### src/rtl/bp_table_ctrl.sv
// ============================================================================
// Module      : bp_table_ctrl
// Description : 2-bit saturating-counter branch pattern table with GHR, update
//               queue and post-reset init sweep. Optional statistics counters
//               are enabled by defining BP_STATS_EN.
// Revision    : 1.0
// ============================================================================
`default_nettype none

module bp_table_ctrl #(
  parameter int IDX_W  = 6,
  parameter int QDEPTH = 4
) (
  input  logic             clk,
  input  logic             rst,
  input  logic             i_lookup_valid,
  input  logic [31:0]      i_lookup_pc,
  output logic             o_lookup_ready,
  output logic             o_pred_valid,
  output logic             o_pred_taken,
  output logic [IDX_W-1:0] o_pred_idx,
  input  logic             i_upd_valid,
  input  logic [IDX_W-1:0] i_upd_idx,
  input  logic             i_upd_taken,
  output logic             o_upd_ready,
`ifdef BP_STATS_EN
  output logic [15:0]      o_stat_lookups,
  output logic [15:0]      o_stat_updates,
`endif
  output logic             o_init_busy
);

  localparam int ENTRIES = 1 << IDX_W;
  localparam int QW      = $clog2(QDEPTH);

  localparam logic [0:0] ST_INIT = 1'b0;
  localparam logic [0:0] ST_RUN  = 1'b1;

  logic [0:0]       state, state_nxt;
  logic             run;
  logic [IDX_W-1:0] sweep_ptr;
  logic [IDX_W-1:0] ghr;
  logic [1:0]       ctr_tbl [ENTRIES];

  logic [IDX_W-1:0] q_idx [QDEPTH];
  logic [QDEPTH-1:0] q_taken;
  logic [QW:0]      wr_ptr, rd_ptr;
  logic             q_full, q_empty;

  logic             lookup_acc, enq, deq;
  logic [IDX_W-1:0] lookup_idx, head_idx;
  logic             head_taken;
  logic [1:0]       head_ctr, head_ctr_nxt;
  logic             unused_pc;

  // ---------------- FSM ----------------
  always_ff @(posedge clk or posedge rst) begin
    if (rst) state <= ST_INIT;
    else     state <= state_nxt;
  end

  always_comb begin
    state_nxt = state;
    if (state == ST_INIT && sweep_ptr == IDX_W'(ENTRIES - 1))
      state_nxt = ST_RUN;
  end

  always_comb begin
    run         = (state == ST_RUN);
    o_init_busy = (state == ST_INIT);
  end

  always_ff @(posedge clk or posedge rst) begin
    if (rst)                  sweep_ptr <= '0;
    else if (state == ST_INIT) sweep_ptr <= sweep_ptr + IDX_W'(1);
  end

  // ---------------- Queue and slot arbitration ----------------
  assign q_empty = (wr_ptr == rd_ptr);
  assign q_full  = (wr_ptr[QW] != rd_ptr[QW]) && (wr_ptr[QW-1:0] == rd_ptr[QW-1:0]);

  assign o_lookup_ready = run && !q_full;
  assign o_upd_ready    = run && !q_full;

  assign lookup_idx = i_lookup_pc[IDX_W+1:2] ^ ghr;
  assign lookup_acc = i_lookup_valid && o_lookup_ready;
  assign enq        = i_upd_valid && o_upd_ready;
  // Full queue steals the slot from fetch; otherwise a lookup wins.
  assign deq        = run && !q_empty && (q_full || !i_lookup_valid);

  assign head_idx   = q_idx[rd_ptr[QW-1:0]];
  assign head_taken = q_taken[rd_ptr[QW-1:0]];
  assign head_ctr   = ctr_tbl[head_idx];
  assign unused_pc  = ^{i_lookup_pc[31:IDX_W+2], i_lookup_pc[1:0]};

  always_comb begin
    head_ctr_nxt = head_ctr;
    if (head_taken && head_ctr != 2'b11)       head_ctr_nxt = head_ctr + 2'b01;
    else if (!head_taken && head_ctr != 2'b00) head_ctr_nxt = head_ctr - 2'b01;
  end

  always_ff @(posedge clk) begin
    if (enq) begin
      q_idx[wr_ptr[QW-1:0]]   <= i_upd_idx;
      q_taken[wr_ptr[QW-1:0]] <= i_upd_taken;
    end
  end

  always_ff @(posedge clk or posedge rst) begin
    if (rst) begin
      wr_ptr <= '0;
      rd_ptr <= '0;
      ghr    <= '0;
    end else begin
      if (enq) begin
        wr_ptr <= wr_ptr + (QW+1)'(1);
        ghr    <= {ghr[IDX_W-2:0], i_upd_taken};
      end
      if (deq) rd_ptr <= rd_ptr + (QW+1)'(1);
    end
  end

  // Table contents are established by the sweep, so no reset is needed here.
  always_ff @(posedge clk) begin
    if (!run)     ctr_tbl[sweep_ptr] <= 2'b00;
    else if (deq) ctr_tbl[head_idx]  <= head_ctr_nxt;
  end

  // ---------------- Prediction output ----------------
  always_ff @(posedge clk or posedge rst) begin
    if (rst) begin
      o_pred_valid <= 1'b0;
      o_pred_taken <= 1'b0;
      o_pred_idx   <= '0;
    end else begin
      o_pred_valid <= lookup_acc;
      if (lookup_acc) begin
        o_pred_taken <= ctr_tbl[lookup_idx][1];
        o_pred_idx   <= lookup_idx;
      end
    end
  end

`ifdef BP_STATS_EN
  always_ff @(posedge clk or posedge rst) begin
    if (rst) begin
      o_stat_lookups <= 16'd0;
      o_stat_updates <= 16'd0;
    end else begin
      if (lookup_acc) o_stat_lookups <= o_stat_lookups + 16'd1;
      if (deq)        o_stat_updates <= o_stat_updates + 16'd1;
    end
  end
`endif

endmodule

`default_nettype wire

### config.mk
export PLATFORM = sky130hd
export DESIGN_NAME = bp_table_ctrl
export DESIGN_NICKNAME = d
export VERILOG_FILES = /design/src/rtl/bp_table_ctrl.sv
export SDC_FILE = /design/constraint.sdc
export NUM_CORES = 1
export LEC_CHECK = 0
export CORE_ASPECT_RATIO = 0.9
export CORE_MARGIN = 2
export CORE_UTILIZATION = 35
export DETAILED_ROUTE_END_ITERATION = 10
export GPL_TIMING_DRIVEN = 1
export PLACE_DENSITY_LB_ADDON = 0.12
export REMOVE_ABC_BUFFERS = 1
export SLEW_MARGIN = 5
export SYNTH_ARGS = -nofsm -noshare
export SYNTH_HDL_FRONTEND = slang
export SYNTH_SLANG_ARGS = --single-unit
### constraint.sdc
create_clock -name clk -period 13 [get_ports clk]
set_input_delay 2.6 -clock clk [delete_from_list [all_inputs] [get_ports clk]]
set_output_delay 2.6 -clock clk [all_outputs]
set_load 0.01 [all_outputs]
# Word-level counts from Yosys, hierarchy flattened
# Memories as Yosys holds them, arrays and structs flattened. A register that Yosys moved wholly into a read port is not among the register bits.
# Index checks and enable logic that the tools add are counted.
[totals]
reg_bits = 30
output_inout_bits = 11
word_cells = 58
input_bits = 43
memories = 2
ram_bits = 152
[mem_list]
columns = ["name", "depth", "width", "read_ports", "rd_clocked_by_memory_dff", "wr", "line_no", "rtl"]
rows = [
  ["ctr_tbl", 64, 2, 2, 1, 1, "43", "logic [1:0] ctr_tbl [ENTRIES];"],
  ["q_idx", 4, 6, 1, 0, 1, "45", "logic [IDX_W-1:0] q_idx [QDEPTH];"],
]
[op_classes]
n_bitwise = 2
magnitude_cmp = 3
n_addsub = 5
reduce_logical = 17
muxes = 16
n_eq_ne = 5
[ops]
columns = ["op", "count"]
rows = [
  ["logical AND 1 bit", 10],
  ["2-to-1 mux 1 bit", 9],
  ["adder 3 x 1 -> 3 bit, second input constant", 2],
  ["adder 6 x 1 -> 6 bit, second input constant", 1],
  ["equality test 6 bit, second input constant", 1],
  ["< comparator 2 x 3 -> 1 bit, second input constant", 2],
  ["2-to-1 mux 2 bit", 3],
  ["2-to-1 mux 6 bit", 1],
  ["XOR 6 bit", 1],
  ["bitwise mux 4 bit", 1],
  ["logical NOT 1 bit", 4],
  ["equality test 3 bit", 1],
  ["adder 2 x 1 -> 2 bit, second input constant", 1],
  ["binary-select mux 1 bit (select 2 bit)", 1],
  ["demux 1 bit (select 2 bit)", 1],
  ["equality test 2 bit", 1],
  ["greater-or-equal comparator 2 x 1 -> 1 bit, second input constant", 1],
  ["inequality test 2 bit, second input constant", 1],
  ["nonzero test 2 bit", 1],
  ["OR reduction 2 bit", 1],
  ["subtractor 2 x 1 -> 2 bit, second input constant", 1],
  ["logical OR 1 bit", 1],
  ["inequality test 1 bit", 1],
  ["inverter 1 bit", 1],
]

# Logic depth before layout (Yosys ltp)
# Gate-level depths: netlist of run 1.
[depth]
ltp_word = 9
depth_mapped = 17
ltp_nobuf = 12

# Least setup slack after synthesis of run 1
# No wires, ideal clock.
[synth_timing]
kind = "register to register"
from = "register rd_ptr[0]"
to = "memory ctr_tbl[0][1], data pin"
n_path_buf = 3
setup_slack_ns = 7.109
stages_incl_launch_ff = 12
setup_time_ns = 0.588
synth_period_minus_slack_ns = 5.891
arrival_time_ns = 5.302
required_ns = 12.412
cell_sequence = "dfrtp_1 -> buf_6 -> mux4_2 -> buf_6 -> buf_8 -> mux4_1 -> mux4_2 -> mux2_2 -> o32a_2 -> ha_1 -> or3_1 -> a31oi_1"
[synth_via]
elab_chain_cells = 9
elab_cells_between_ends = 25
cone_classes = "add/sub: 2; eq/ne: 3; mux: 8; reduce/logical: 10; memory: 2"
[synth_lines]
columns = ["item", "line_no", "rtl"]
rows = [
  ["start: declaration", "47", "logic [QW:0] wr_ptr, rd_ptr;"],
  ["start signal: assignment", "119", "if (deq) rd_ptr <= rd_ptr + (QW+1)'(1);"],
  ["parallel branches: the longest is 8 deep, another holds memory read (4 x 6 bit)", "n/a", ""],
  ["2-to-1 mux 2 bit (no line) *", "n/a", ""],
  ["end: declaration", "43", ""],
]
# Every way passes the cells marked *. The select of a mux whose other input is x is not followed.

# Worst setup path in the final report of run 1
[layout_timing]
from = "input i_lookup_valid"
to = "memory ctr_tbl[6][1] (enable)"
[layout_via]
elab_chain_cells = 8
elab_cells_between_ends = 9
cone_classes = "mux: 5; reduce/logical: 4"
[layout_lines]
columns = ["item", "line_no", "rtl"]
rows = [
  ["start: declaration", "16", "input logic i_lookup_valid,"],
  ["logical NOT 1 bit *", "89", "assign deq = run && !q_empty && (q_full || !i_lookup_valid);"],
  ["logical OR 1 bit *", "89", ""],
  ["logical AND 1 bit *", "89", ""],
  ["2-to-1 mux 1 bit *", "126", "else if (deq) ctr_tbl[head_idx] <= head_ctr_nxt;"],
  ["2-to-1 mux 1 bit *", "125", "if (!run) ctr_tbl[sweep_ptr] <= 2'b00;"],
  ["2-to-1 mux 1 bit (implied by the code) *", "126", ""],
  ["OR reduction 2 bit (no line)", "n/a", ""],
  ["2-to-1 mux 6 bit (no line) or 2-to-1 mux 1 bit (tied branches)", "n/a", ""],
]
# Mark *: on every way between the ends. The rest lies on a longest branch, timed or not.

==> reports/metrics.yaml, run 1 <==
die_w_um: 167
synth_top_area_cell: "edfxtp_1"
vdd_drop_max_mv: 0.0533
critPathKind: "in2reg"
initial_core_util: 0.358
clk_latency_ps: 430
slew_violations: 0
cp_slowest_cell: "mux2i_1"
critPathMaxFanout: 13
cp_slowest_stage_delay_ps: 700
relSlewSlack: 0.273
hold_viol_final: 0
hold_end: "o_pred_idx[2]"
synthTopCellsByCount: "edfxtp_1, nor2_1, mux4_2, mux2i_1, dfrtp_1"
cts_made_buffers: 17
end_kind: "register"
cts_hold_buffers: 0
grt_start_max_net_pins: 65
synth_top_flop_cell: "edfxtp_1"
num_vias: 4578
grt_pass1_vias: 4822
rrSetupSlack_ps: 7850
placed_cell_area_um2: 8960
post-route-util: 0.406
fin_crit_ps: 5300
clkTransAtPathRegs_ps: 70
min-delay-start: "o_pred_idx[2]"
finalSetupViolations: 0
finalNonFillerCells: 863
hpwl_mm: 12.6
syn_area_per_cell_um2: 15.8
ys_warn_count: 0
grt_pass1_wl_mm: 29.2
design_area_um2: 9520
worstReg2RegStart: "rd_ptr[0]"
hold_path.class: "reg2reg"
rsz0062_at_grt: "no"
fmax_mhz: 189
gr-total-overflow: 0
reg2reg_depth: 10
final_nets: 599
netlist_instances: 530
cpMostUsedCell: "nor2_1"
die-area_um2: 25300
dp_cells: 831
die_y_um: 151
row_count: 53
post_cts_buffers: 0
p_leak_nw: 2.87
skew_ps: 14.1
synth_area_leaders: "edfxtp_1, mux4_2, dfrtp_1"
antenna_found_initial: 0
synth_edf_count: 156
start_kind: "primary input"
run_status: "finished, violations left"
crit_chain: "clkdlybuf4s50_1 > nor2_1 > o21ai_2 > buf_4 > mux2i_1 > o211ai_1 > nor2_1"
dr.pass1.iters: 10
ios: 54
diodes: 0
viasPerCell: 5.30
power_mw: 1.14
yosysSeqAreaShare: 0.638
syn2layout_area_growth_pct: 13.3
arrival_ps: 5420
yosysMostFrequentCell: "edfxtp_1"
cp.required_ps: 13120
synth_area_um2: 8400
synth-seq-cells: 183
drive_gt1_frac: 0.194
port_buffers: 27
period_share: 0.408
ys_types: 42
grtUsageTotal: 0.160
finalSetupTns_ps: 0
wirelength_mm: 19.3
worst_slew_pin_slew_ps: 1090
async_reset_ff_frac: 0.148
globalplace.congestion: 0.729
cap_violations: 0
synth_top_cell_area_share: 0.558
ctsResizeCount: 0
p_per_area_nw_per_um2: 120
r2r_end: "ctr_tbl[36][1]"
clock_path_buffers: 2
drc: 2
drtAntennaViolNets: 0
cts_sinks: 183
htreeDepth: 4
cts-root-buf: "clkbuf_16"
worstHoldPathCells: 2
routedWlPerCell_um: 22.4
violations: "DRC"
drt_iter0_markers: 326
cts_tree: "yes"
core_um2: 23500
## cell families after synthesis
kind of cell             count (synthesis)  synth area share
multiplexers                           101             0.201
AO/OA/AOI/OAI                           33            0.0273
AND/OR/NAND/NOR                        139            0.0745
buffers and inverters                   47            0.0271
XOR/XNOR                                19            0.0198
flip-flops                             183             0.638
adder cells (fa/ha/maj)                  8            0.0119
## power breakdown
group	switching [mW]	internal, mW
clock network	0.240	0.253
logic	0.00903	0.00784
registers	0	0.629
total	0.249	0.891
## worst max-delay path by stage
| stage | from | cells past startpoint | slack (ps) | to |
|---|---|---|---|---|
| floorplan | rd_ptr[0] | 8 | 6630 | ctr_tbl[0][1] |
| detailed placement | i_lookup_valid | 7 | 7250 | ctr_tbl[6][0] |
| finish | i_lookup_valid | 7 | 7700 | ctr_tbl[6][1] |
| global placement | i_lookup_valid | 7 | 7290 | ctr_tbl[5][0] |
| global route | i_lookup_valid | 7 | 7430 | ctr_tbl[6][1] |
| CTS | i_lookup_valid | 7 | 7690 | ctr_tbl[6][1] |
## stage by stage
stage / hold WS [ps] / setup slack, ps
floorplan: 462 / 6630
global placement: 467 / 7290
detailed placement: 470 / 7250
CTS: 486 / 7690
global route: 521 / 7430
finish: 489 / 7700
## area by class of cell
cell class / count / area [um2]
flip-flops and latches: 183 / 5360
inverters: 12 / 45.0
clock buffers: 17 / 425
multi-input cells: 300 / 2850
well taps: 302 / 378
repair buffers: 34 / 323
clock inverters: 15 / 136
fillers: 2168 / 14000
## flip-flops by register name (all words and copies together) (netlist names)
| signal | cells |
|---|---|
| o_pred_valid | 1 |
| rd_ptr | 3 |
| o_pred_taken | 1 |
| q_taken | 4 |
| run | 1 |
| sweep_ptr | 6 |
| wr_ptr | 3 |
| ghr | 6 |
| q_idx | 24 |
| ctr_tbl | 128 |
| o_pred_idx | 6 |
## layer usage
metal | vias up | routed length, um | share of wire | track usage
li1 | 2089 | - | - | -
met1 | 2367 | 9040 | 0.47 | 0.220
met5 | - | 0 | 0 | 0
met2 | 107 | 9250 | 0.48 | 0.263
met4 | 0 | 233 | 0.012 | 0.0443
met3 | 15 | 812 | 0.042 | 0.0311
## cells in the final DEF (no fill, tap or decap), types with 3 or more instances in the layout
master           count
o21ai_0              9
inv_1               12
buf_4                7
nand2b_1             5
nand2_1             20
clkbuf_16           17
edfxtp_1           156
or3_1               11
xnor2_1              9
ha_1                 8
xor2_1               8
nor3_1               4
inv_6                7
mux4_1              10
nor2_1              77
mux2_2              23
clkinv_4             3
mux2i_1             29
o2111ai_1            6
nand3_1              3
and3_1               4
nand4_1              4
a211oi_1             3
clkdlybuf4s50_1     27
mux4_2              39
dfrtp_1             27
a31oi_1              6
## worst max-delay path, delay by kind of cell
family	cells	cell delay, ps
buf+inv	2	810
mux	1	700
compound gates	2	910
simple gates	2	390
No activity file was read; power rests on OpenSTA's default activity.
==> run 2, diff against run 1 <==
==> constraint.sdc (replaced) <==
create_clock -name clk -period 5.15 [get_ports clk]
set_input_delay 1.03 -clock clk [delete_from_list [all_inputs] [get_ports clk]]
set_output_delay 1.03 -clock clk [all_outputs]
set_load 0.01 [all_outputs]
==> run 2 against run 1 <==
Against the previous run: the run still ends with DRC left; sequential cell count unchanged; via count rose by 1.9%; routed wire length increased by 2.1%; register-to-register slack lost 7400 ps; largest cell class unchanged.
==> reports/metrics.yaml, run 2 (synthesis gave the netlist of run 1 again) <==
hold_path.class: "reg2reg"
drive_gt1_frac: 0.207  # +0.0124
worst_slew_pin_slew_ps: 1170  # +83.7 ps
cp.required_ps: 5420  # -7700 ps
routedWlPerCell_um: 22.6  # +0.91%
rrSetupSlack_ps: 410  # -7440 ps
clock_path_buffers: 2  # unchanged
syn2layout_area_growth_pct: 14.9
ctsResizeCount: 0  # unchanged
period_share: 0.920
cp_slowest_cell: "nor2_4"
cts_sinks: 183  # unchanged
dr.pass1.iters: 8  # -2
cts_hold_buffers: 0  # unchanged
arrival_ps: 5010  # -410 ps
post_cts_buffers: 0  # unchanged
relSlewSlack: 0.212  # -0.0606
rsz0062_at_grt: "no"
p_leak_nw: 2.94  # +2.4%
min-delay-start: "o_pred_taken"
num_vias: 4665  # +1.9%
design_area_um2: 9650  # +1.4%
finalSetupTns_ps: 0  # unchanged
clk_latency_ps: 430  # about the same
clkTransAtPathRegs_ps: 80  # about the same
largest_reg_flops: 128  # unchanged
skew_ps: 12.0  # -2.11 ps
fmax_mhz: 211
finalSetupViolations: 0  # unchanged
antenna_found_initial: 0  # unchanged
die_y_um: 151  # unchanged
ios: 54  # unchanged
grtUsageTotal: 0.166  # +0.00572
final_common_cell: "edfxtp_1"
cts_made_buffers: 17  # unchanged
cts-root-buf: "clkbuf_16"
viasPerCell: 5.34  # +0.73%
initial_core_util: 0.358  # unchanged
cap_violations: 0  # unchanged
fin_crit_ps: 4740
core_um2: 23500  # unchanged
final_cell_mix: "edfxtp_1, nor2_1, mux4_2"
port_buffers: 27  # unchanged
drt_iter0_markers: 513  # +57%
start_kind: "register"
grt_pass1_vias: 4953  # +2.7%
die-area_um2: 25300  # unchanged
end_kind: "register"
globalplace.congestion: 0.751  # +2.9%
drtAntennaViolNets: 0  # unchanged
critPathMaxFanout: 48  # +35
hpwl_mm: 13.2  # +5.1%
grt_start_max_net_pins: 49  # -25%
violations: "DRC"
crit_chain: "mux4_2 > buf_12 > mux4_1 > mux4_2 > mux2_2 > o32a_2 > ha_1 > nand2_1 > nand2_1 > xor2_1 > nor2_4 > buf_4"
critPathKind: "reg2reg"
row_count: 53  # unchanged
wirelength_mm: 19.7  # +2.1%
hold_end: "o_pred_taken"
placed_cell_area_um2: 9060  # +1.1%
hold_viol_final: 0  # unchanged
reg2reg_depth: 12  # +2
gr-total-overflow: 0  # unchanged
htreeDepth: 4  # unchanged
worstHoldPathCells: 2  # unchanged
regMostFlops: "ctr_tbl"
run_status: "finished, violations left"
p_per_area_nw_per_um2: 304  # +150%
drc: 3  # +1
diodes: 0  # unchanged
r2r_end: "ctr_tbl[41][0]"
final_nets: 609  # +1.7%
slew_violations: 0  # unchanged
worstReg2RegStart: "rd_ptr[1]"
cts_tree: "yes"
grt_pass1_wl_mm: 30.4  # +3.8%
vdd_drop_max_mv: 0.195  # +270%
die_w_um: 167  # unchanged
cp_slowest_stage_delay_ps: 840  # +140 ps
run 2: cell types whose count changed in the layout (fill, tap and decap cells not counted), sizes merged:
cell / change
bufinv: +1
inv: -2
clkbuf: +1
buf: +10
run 2: power by group:
group	leakage [nW]	internal, mW	total, mW	switching, mW
registers	1.51	1.59	1.59	0
logic	1.14	0.0203	0.0433	0.0230
clock network	0.288	0.693	1.30	0.611
run 2: layout make-up:
| cell class | count | area, um2 |
|---|---|---|
| fill | 2169 | 13800 |
| tap | 302 | 378 |
| sequential | 183 | 5360 |
| timing repair buffer | 44 | 423 |
| multi-input combinational | 300 | 2850 |
| clock inverter | 14 | 163 |
| inverter | 12 | 45.0 |
| clock buffer | 18 | 429 |
run 2: per-layer routing:
metal  track usage  routed length [um]  vias up  part of all wire
met5             0                   0        -                 0
met4        0.0465                 253        0             0.013
met3        0.0371                 996       16             0.050
met2         0.269                9430      112              0.48
met1         0.227                9060     2429              0.46
li1              -                   -     2108                 -
run 2: how the worst max path moves through the flow:
stage / start / end / slack [ps] / depth (start not counted)
2_1_floorplan: rd_ptr[0] / ctr_tbl[0][1] / -1220 / 8
3_3_place_gp: rd_ptr[1] / ctr_tbl[41][0] / 420 / 12
3_5_place_dp: rd_ptr[1] / ctr_tbl[41][0] / 300 / 12
4_1_cts: rd_ptr[1] / ctr_tbl[42][0] / 270 / 12
5_1_grt: rd_ptr[1] / ctr_tbl[35][0] / 50 / 12
6_report: rd_ptr[1] / ctr_tbl[41][0] / 410 / 12
run 2: metrics by stage:
stage | setup WS, ps | util | power [mW] | hold WS [ps] | std cells
after floorplan | -1220 | - | 1.64 | 462 | 495
after global placement | 419 | 0.386 | 1.67 | 461 | 841
after detailed placement | 296 | 0.386 | 1.67 | 476 | 841
after CTS | 272 | 0.411 | 2.97 | 495 | 873
after global routing | 46.8 | 0.411 | 3.04 | 510 | 873
final | 413 | 0.411 | 2.94 | 485 | 873
run 2: critical path, delay by kind of cell, from the launching register on:
kind / cells / cell delay (ps)
flops: 1 / 630
compound gates: 1 / 220
mux: 4 / 1760
xor+xnor: 1 / 170
fa+ha+maj: 1 / 210
simple gates: 3 / 980
buf+inv: 2 / 550
==> RTL edit (flow settings as in run 2) <==
The parameter `QDEPTH` goes from 4 to 2.
--- a/src/rtl/bp_table_ctrl.sv
+++ b/src/rtl/bp_table_ctrl.sv
@@ -9,7 +9,7 @@
 
 module bp_table_ctrl #(
   parameter int IDX_W  = 6,
-  parameter int QDEPTH = 4
+  parameter int QDEPTH = 2
 ) (
   input  logic             clk,
   input  logic             rst,
Formal check against the unedited RTL: no difference found for any inputs over 10 cycles, from zero or initial values and one cycle with rst high; that may be too few to reach the edited logic, so the function may still have changed.
==> RTL edit against run 2 <==
Sequential cell count is 16 lower. Synthesized area is 9.8% lower. Clock skew decreased by 0.0041 ns. Power fell by 5.2%. Synthesized cell count decreased by 13%. Critical path type unchanged. Count of clock-buffer cells in the layout up 4. Largest cell class unchanged. Setup slack gained 0.68 ns. Routed wire length is 6.4% lower. Final cell count fell by 7.1%. Sequential power shrank 9%. Cell area fell by 7.6%.
==> RTL edit: results (changes against run 2) <==
- Synthesized-area fraction occupied by adder cells: 0.4957% (-0.70 points)
- Post-synthesis xor/xnor area fraction: 2.065% (+0.084 points)
- FF/Latch Area: 0.004890 mm^2 (-8.8%)
- Grt met1 use: 23.16% (+0.42 points)
- Placed inst area: 0.008310 mm^2 (-8.3%)
- Inverter count: 6 (-6)
- Final non-clock buffer share: 4.882% (+0.50 points)
- Commonest cells post-synth: edfxtp_1, nor2_1, mux4_2
- Pre-CTS setup slack: 1.048 ns (+0.7514 ns)
- Sequential cell count: 167 (-8.7%)
- Layout area overhead: 17.78%
- Met3 usage: 4.387% (+0.68 points)
- Drt total wl: 18470 um (-6.4%)
- # nets final: 553 (-9.2%)
- Via density: 5.342 (about the same)
- Global-route wire length before repair: 28010 um (-7.7%)
- Compound-gate portion of the synthesized area: 3.090% (+0.36 points)
- TritonRoute pass-1 iters: 4 (-4)
- Maximum fanout along the worst path: 32 (-33%)
- Mux cell area share after synthesis: 20.39% (+0.26 points)
- Status: finished, final reports clean
- # clk buffers: 22 (+4)
- Seq power: 1.45 mW (-9%)
- Core Box Area: 0.02144 mm^2 (-8.7%)
- Switching share of power: 18.83% (-2.7 points)
- Static Leak: 2.640 nW (-10%)
- Largest net degree at the start of global routing: 65 (+33%)
- Fillers: 1963 (-9.5%)
- Worst VDD drop: 0.1508 mV (-23%)
- Sequential share of power: 52.1% (-2.0 points)
- Vias in the first global route: 4447 (-10%)
- Clk tree area frac: 6.818% (+0.69 points)
- Global routing usage on met2: 26.70% (-0.18 points)
-- RTL edit: cell types whose count changed in the layout (fill, tap and decap cells not counted), moves of 9 or more --
cell / run 2 / this run
mux2_1: 0 / 10
mux4_1: 10 / 0
mux2_2: 23 / 4
or3_1: 11 / 2
a22oi_1: 0 / 9
nor2_1: 77 / 57
edfxtp_1: 156 / 142
mux4_2: 39 / 53
mux2i_1: 29 / 15
-- RTL edit: path summary, 6_finish.rpt --
path | start | endpoint | slack (ns) | depth (start not counted)
worst min register to register | o_pred_idx[4] | o_pred_idx[4] | 0.48 | 2
min in group asynchronous | rst | o_pred_valid | 1.11 | 2
worst max-delay path | rd_ptr[0] | ctr_tbl[17][0] | 1.09 | 14
max in group asynchronous | rst | rd_ptr[1] | 3.46 | 2
worst min-delay path | o_pred_idx[4] | o_pred_idx[4] | 0.48 | 2
worst max register to register | rd_ptr[0] | ctr_tbl[17][0] | 1.09 | 14
